### src/rtl/keypad_scanner.sv
// 4x4 CHIP-8 hex keypad scanner: walks one active-low column at a time,
// samples the synchronized rows and debounces each of the 16 keys.
module keypad_scanner #(
   parameter int unsigned SCAN_DIV       = 1000,
   parameter int unsigned DEBOUNCE_SCANS = 4
) (
   input  logic        clk_in,
   input  logic        rst_in,
   input  logic [3:0]  row_in,
   output logic [3:0]  col_out,
   output logic [15:0] keys_out,
   output logic        any_key,
   output logic        key_event,
   output logic [3:0]  key_code
);

   localparam int unsigned DivW = (SCAN_DIV > 1) ? $clog2(SCAN_DIV) : 1;
   localparam int unsigned CntW = $clog2(DEBOUNCE_SCANS + 1);
   localparam logic [CntW-1:0] Thresh = CntW'(DEBOUNCE_SCANS);

   typedef enum logic [1:0] {StCol0, StCol1, StCol2, StCol3} state_e;

   state_e            state_q, state_d;
   logic [DivW-1:0]   div_q, div_d;
   logic [3:0]        sync1_q, sync1_d, sync2_q, sync2_d;
   logic [3:0]        col_q, col_d;
   logic [15:0]       keys_q, keys_d;
   logic [CntW-1:0]   cnt_q [16];
   logic [CntW-1:0]   cnt_d [16];
   logic              any_q, any_d;
   logic              event_q, event_d;
   logic [3:0]        code_q, code_d;
   logic              sample;
   logic [15:0]       rise;
   logic [3:0]        k_idx;
   logic              raw;

   function automatic logic [3:0] key_at(input logic [1:0] r, input logic [1:0] c);
      logic [3:0] k;
      case ({r, c})
         4'h0: k = 4'h1;  4'h1: k = 4'h2;  4'h2: k = 4'h3;  4'h3: k = 4'hC;
         4'h4: k = 4'h4;  4'h5: k = 4'h5;  4'h6: k = 4'h6;  4'h7: k = 4'hD;
         4'h8: k = 4'h7;  4'h9: k = 4'h8;  4'hA: k = 4'h9;  4'hB: k = 4'hE;
         4'hC: k = 4'hA;  4'hD: k = 4'h0;  4'hE: k = 4'hB;  4'hF: k = 4'hF;
      endcase
      return k;
   endfunction

   always_comb begin
      sync1_d = row_in;
      sync2_d = sync1_q;
      sample  = (div_q == DivW'(SCAN_DIV - 1));
      div_d   = sample ? '0 : div_q + 1'b1;
      state_d = state_q;
      if (sample) begin
         case (state_q)
            StCol0: state_d = StCol1;
            StCol1: state_d = StCol2;
            StCol2: state_d = StCol3;
            StCol3: state_d = StCol0;
         endcase
      end
      col_d          = 4'hF;
      col_d[state_d] = 1'b0;

      keys_d = keys_q;
      cnt_d  = cnt_q;
      rise   = '0;
      k_idx  = '0;
      raw    = 1'b0;
      // Only the four keys of the driven column are touched at its sample edge.
      for (int r = 0; r < 4; r++) begin
         k_idx = key_at(2'(r), state_q);
         raw   = ~sync2_q[r];
         if (sample) begin
            if (raw == keys_q[k_idx]) begin
               cnt_d[k_idx] = '0;
            end else if (cnt_q[k_idx] == Thresh - 1'b1) begin
               cnt_d[k_idx]  = '0;
               keys_d[k_idx] = raw;
               rise[k_idx]   = raw;
            end else begin
               cnt_d[k_idx] = cnt_q[k_idx] + 1'b1;
            end
         end
      end

      event_d = |rise;
      code_d  = code_q;
      for (int k = 15; k >= 0; k--) begin
         if (rise[k]) code_d = 4'(k);
      end
      any_d = |keys_d;
   end

   always_ff @(posedge clk_in) begin
      if (rst_in) begin
         state_q <= StCol0;
         div_q   <= '0;
         sync1_q <= 4'hF;
         sync2_q <= 4'hF;
         col_q   <= 4'b1110;
         keys_q  <= '0;
         cnt_q   <= '{default: '0};
         any_q   <= 1'b0;
         event_q <= 1'b0;
         code_q  <= '0;
      end else begin
         state_q <= state_d;
         div_q   <= div_d;
         sync1_q <= sync1_d;
         sync2_q <= sync2_d;
         col_q   <= col_d;
         keys_q  <= keys_d;
         cnt_q   <= cnt_d;
         any_q   <= any_d;
         event_q <= event_d;
         code_q  <= code_d;
      end
   end

   assign col_out   = col_q;
   assign keys_out  = keys_q;
   assign any_key   = any_q;
   assign key_event = event_q;
   assign key_code  = code_q;

endmodule

### config.mk
export PLATFORM = sky130hd
export DESIGN_NAME = keypad_scanner
export DESIGN_NICKNAME = d
export VERILOG_FILES = /design/src/rtl/keypad_scanner.sv
export SDC_FILE = /design/constraint.sdc
export NUM_CORES = 1
export LEC_CHECK = 0
export ABC_AREA = 0
export ABC_CLOCK_PERIOD_IN_PS = 4300
export BUFFER_PORTS_ARGS = -buffer_cell sky130_fd_sc_hd__buf_2
export CAP_MARGIN = 15
export CORE_MARGIN = 8
export CORE_UTILIZATION = 56
export CTS_CLUSTER_SIZE = 30
export DETAILED_ROUTE_END_ITERATION = 8
export GPL_ROUTABILITY_DRIVEN = 0
export GPL_TIMING_DRIVEN = 0
export PLACE_DENSITY = 0.77
export SYNTH_ARGS = -nofsm -noshare
export SYNTH_HDL_FRONTEND = slang
export SYNTH_SLANG_ARGS = --single-unit
### constraint.sdc
create_clock -name clk_in -period 4.3 [get_ports clk_in]
set_clock_uncertainty 0.1 [all_clocks]
set_input_delay 0.645 -clock clk_in [delete_from_list [all_inputs] [get_ports clk_in]]
set_output_delay 0.645 -clock clk_in [all_outputs]
set_load 0.05 [all_outputs]
==> impl_metrics.yaml <==
sta:
  worst_hold_slack_ps: 314
  tns_ps: 0
  period_share_pct: 99.4
  slew_viol_final: 0
  relSlewSlack_pct: 26.9
  fin_ws_ps: 24.9
  setup_viol: 0
  period_needed_ps: 4280
  max_freq_mhz: 234
  worst_slew_pin_slew_ps: 1090
  hold_viol: 0
status:
  status: "finished, final reports clean"
global_route:
  grt_use_total_pct: 28.3
  grt.overflow.total: 0
  antenna_found_initial: 0
  grt_pass1_wl_um: 31600
  grt_pass1_vias: 5809
  grt_max_degree: 18
placement:
  place_area_um2: 6240
  dp.cells: 904
  post-place-ws_ps: -1350
  hpwl_um: 14600
  io_buffers: 30
final_layout:
  multiInputGateArea_um2: 3850
  antennaDiodeCount: 0
  final_cell_area_um2: 6730
  drive_gt1_share_pct: 20.0
  final_core_util_pct: 65.5
  fin_cells: 925
  regArea_um2: 1890
  nNetsFinal: 807
  n_fill_cell: 863
  areaGrowthSynthToFinish_pct: 14.0
floorplanning:
  initial_core_util_pct: 57.4
  fp.dieH_um: 119
  fp-row-count: 37
  ios: 32
  die-area_um2: 14100
  core_area_um2: 10300
  die_width_um: 119
yosys:
  synth_top_area_share_pct: 31.9
  synthTopCellsByArea: "dfxtp_1 (32%), nand2_1 (7.7%), mux4_2 (6.5%)"
  async_flop_share_pct: 0
  synthFlopType: "dfxtp_1"
  synth_area_leader_cell: "dfxtp_1"
  syn_inst: 737
  syn_area_per_cell_um2: 8.01
  ys_types: 72
  syn_area_um2: 5900
  syn_nets: 760
  ys_warn_count: 0
  yosysSeqAreaShare_pct: 31.9
  synth_edf_count: 0
  ys_ff_latch: 94
critical_path:
  crit_type: "flop to flop"
  endpoint_kind: "flop"
  crit_arrival_ps: 4520
  path_max_fanout: 17
  start_kind: "flop"
  cp.required_ps: 4540
clock_network:
  numClockSinks: 94
  cts_buffer_depth: 2
  clk_pin_slew_ps: 100
  tritoncts: "built"
  h-tree-depth: 3
  cts_made_buffers: 9
  root_buffer: "clkbuf_8"
  clock_latency_ps: 400
  holdBufCountCts: 0
drt:
  via_per_inst: 6.83
  drt_first_pass_iters: 6
  remaining_drc_errors: 0
  vias: 6318
  drt_iter0_markers: 1016
  ant_nets: 0
  drt_wl_total_um: 20600
  wire_per_inst_um: 22.2
job:
  cap_viol_max_count: 0
power:
  total_power_mw: 1.70
  power_per_cell_area_nw_per_um2: 253
  irDropWorstVdd_uv: 365
  cellLeakagePower_nw: 2.33
min_path:
  holdCritPathClass: "flop to flop"
## sequential cells by signal, summed over array words and instances (netlist names)
| name | count |
|---|---|
| cnt_q | 48 |
| col_out | 4 |
| sync1_q | 4 |
| keys_out | 16 |
| key_code | 4 |
| any_key | 1 |
| state_q | 2 |
| div_q | 10 |
| key_event | 1 |
| sync2_q | 4 |
## final timing paths
| kind | start | end | slack (ps) | depth (start not counted) |
|---|---|---|---|---|
| setup / recovery | state_q[0]$_SDFF_PP0_ | cnt_q[5]$_SDFF_PP0_ | 20 | 17 |
| setup reg to reg | state_q[0]$_SDFF_PP0_ | cnt_q[5]$_SDFF_PP0_ | 20 | 17 |
| hold / removal | sync1_q[3]$_SDFF_PP1_ | sync2_q[3]$_SDFF_PP1_ | 310 | 1 |
| hold reg to reg | sync1_q[3]$_SDFF_PP1_ | sync2_q[3]$_SDFF_PP1_ | 310 | 1 |
## worst max-delay path, cell delays in order (launching register included)
cell	delay [ps]
dfxtp_4	400
buf_4	180
inv_2	90
ha_2	330
buf_8	180
buf_8	170
mux4_2	500
nand2_1	80
o21ai_1	80
ha_1	200
ha_2	210
buf_4	180
or3_1	450
o211ai_1	180
o21ai_0	150
o211ai_1	360
o21ai_0	220
nor2_1	140
## layout by cell type (no fill, tap or decap), types with 24 or more instances in the layout
master,synthesis,routed
o21ai_0,48,46
nor3_1,26,25
buf_2,9,36
mux2i_1,26,24
clkbuf_1,36,30
a21oi_1,53,52
nand2_1,121,120
nor2_1,73,70
dfxtp_1,94,92
nand3_1,25,24
## routing by layer
metal / part of all wire [%] / GRT usage, %
met1: 37 / 35.0
met2: 42 / 41.0
met3: 15 / 11.2
met4: 5.9 / 16.4
met5: 0 / 0
## cell type report
type,count,share of cell area [%]
clock inverter,6,1.62
tap,136,2.53
inverter,13,0.725
multi-input combinational,575,57.2
sequential,94,28.0
clock buffer,10,1.90
timing repair buffer,40,3.53
buffer,51,4.46
## Yosys cell counts, types with 2 or more instances
cell type and n:
dfxtp_1 94, and3_1 3, buf_2 9, o41ai_1 2
o21ai_2 2, nor2_1 73, a211oi_1 14, or3_1 2
clkbuf_1 36, a22oi_1 10, nand3_1 25, or2_2 10
nand4b_1 2, ha_1 17, o32ai_1 3, mux4_2 17
o211ai_1 7, nand2_1 121, a311oi_1 5, nand2b_1 5
mux2_2 13, nand4_1 5, xor2_1 5, a211oi_2 2
buf_1 4, xnor2_1 6, o21ai_0 48, a21boi_0 2
a21o_1 2, and2_1 7, nor2b_1 8, a31oi_1 6
o22ai_1 4, a221oi_1 5, o21a_1 3, nor3_1 26
buf_4 4, nor4_1 2, mux2i_1 26, inv_1 13
nor3b_1 2, a21oi_1 53, buf_6 2, o31ai_1 4
## power by group
part	total, mW	internal (mW)	switching [mW]
registers	0.888	0.878	0.00914
logic	0.0991	0.0270	0.0721
clock network	0.714	0.386	0.328
total	1.70	1.29	0.409
## logic make-up (layout without fill, tap and decap cells)
kind of cell	after synthesis	after routing	share of synthesized area, %
AO/OA/AOI/OAI	186	186	20.2
AND/OR/NAND/NOR	304	304	24.1
adder cells (fa/ha/maj)	17	17	3.60
buffers and inverters	68	120	5.02
flip-flops	94	94	31.9
multiplexers	57	57	13.6
XOR/XNOR	11	11	1.63
## what timing repair did
item,in CTS,in global routing
buffers inserted,2,7
setup endpoints to repair,58,12
resized for setup,36,29
pin swaps,3,4
No activity file was read; power rests on OpenSTA's default activity.
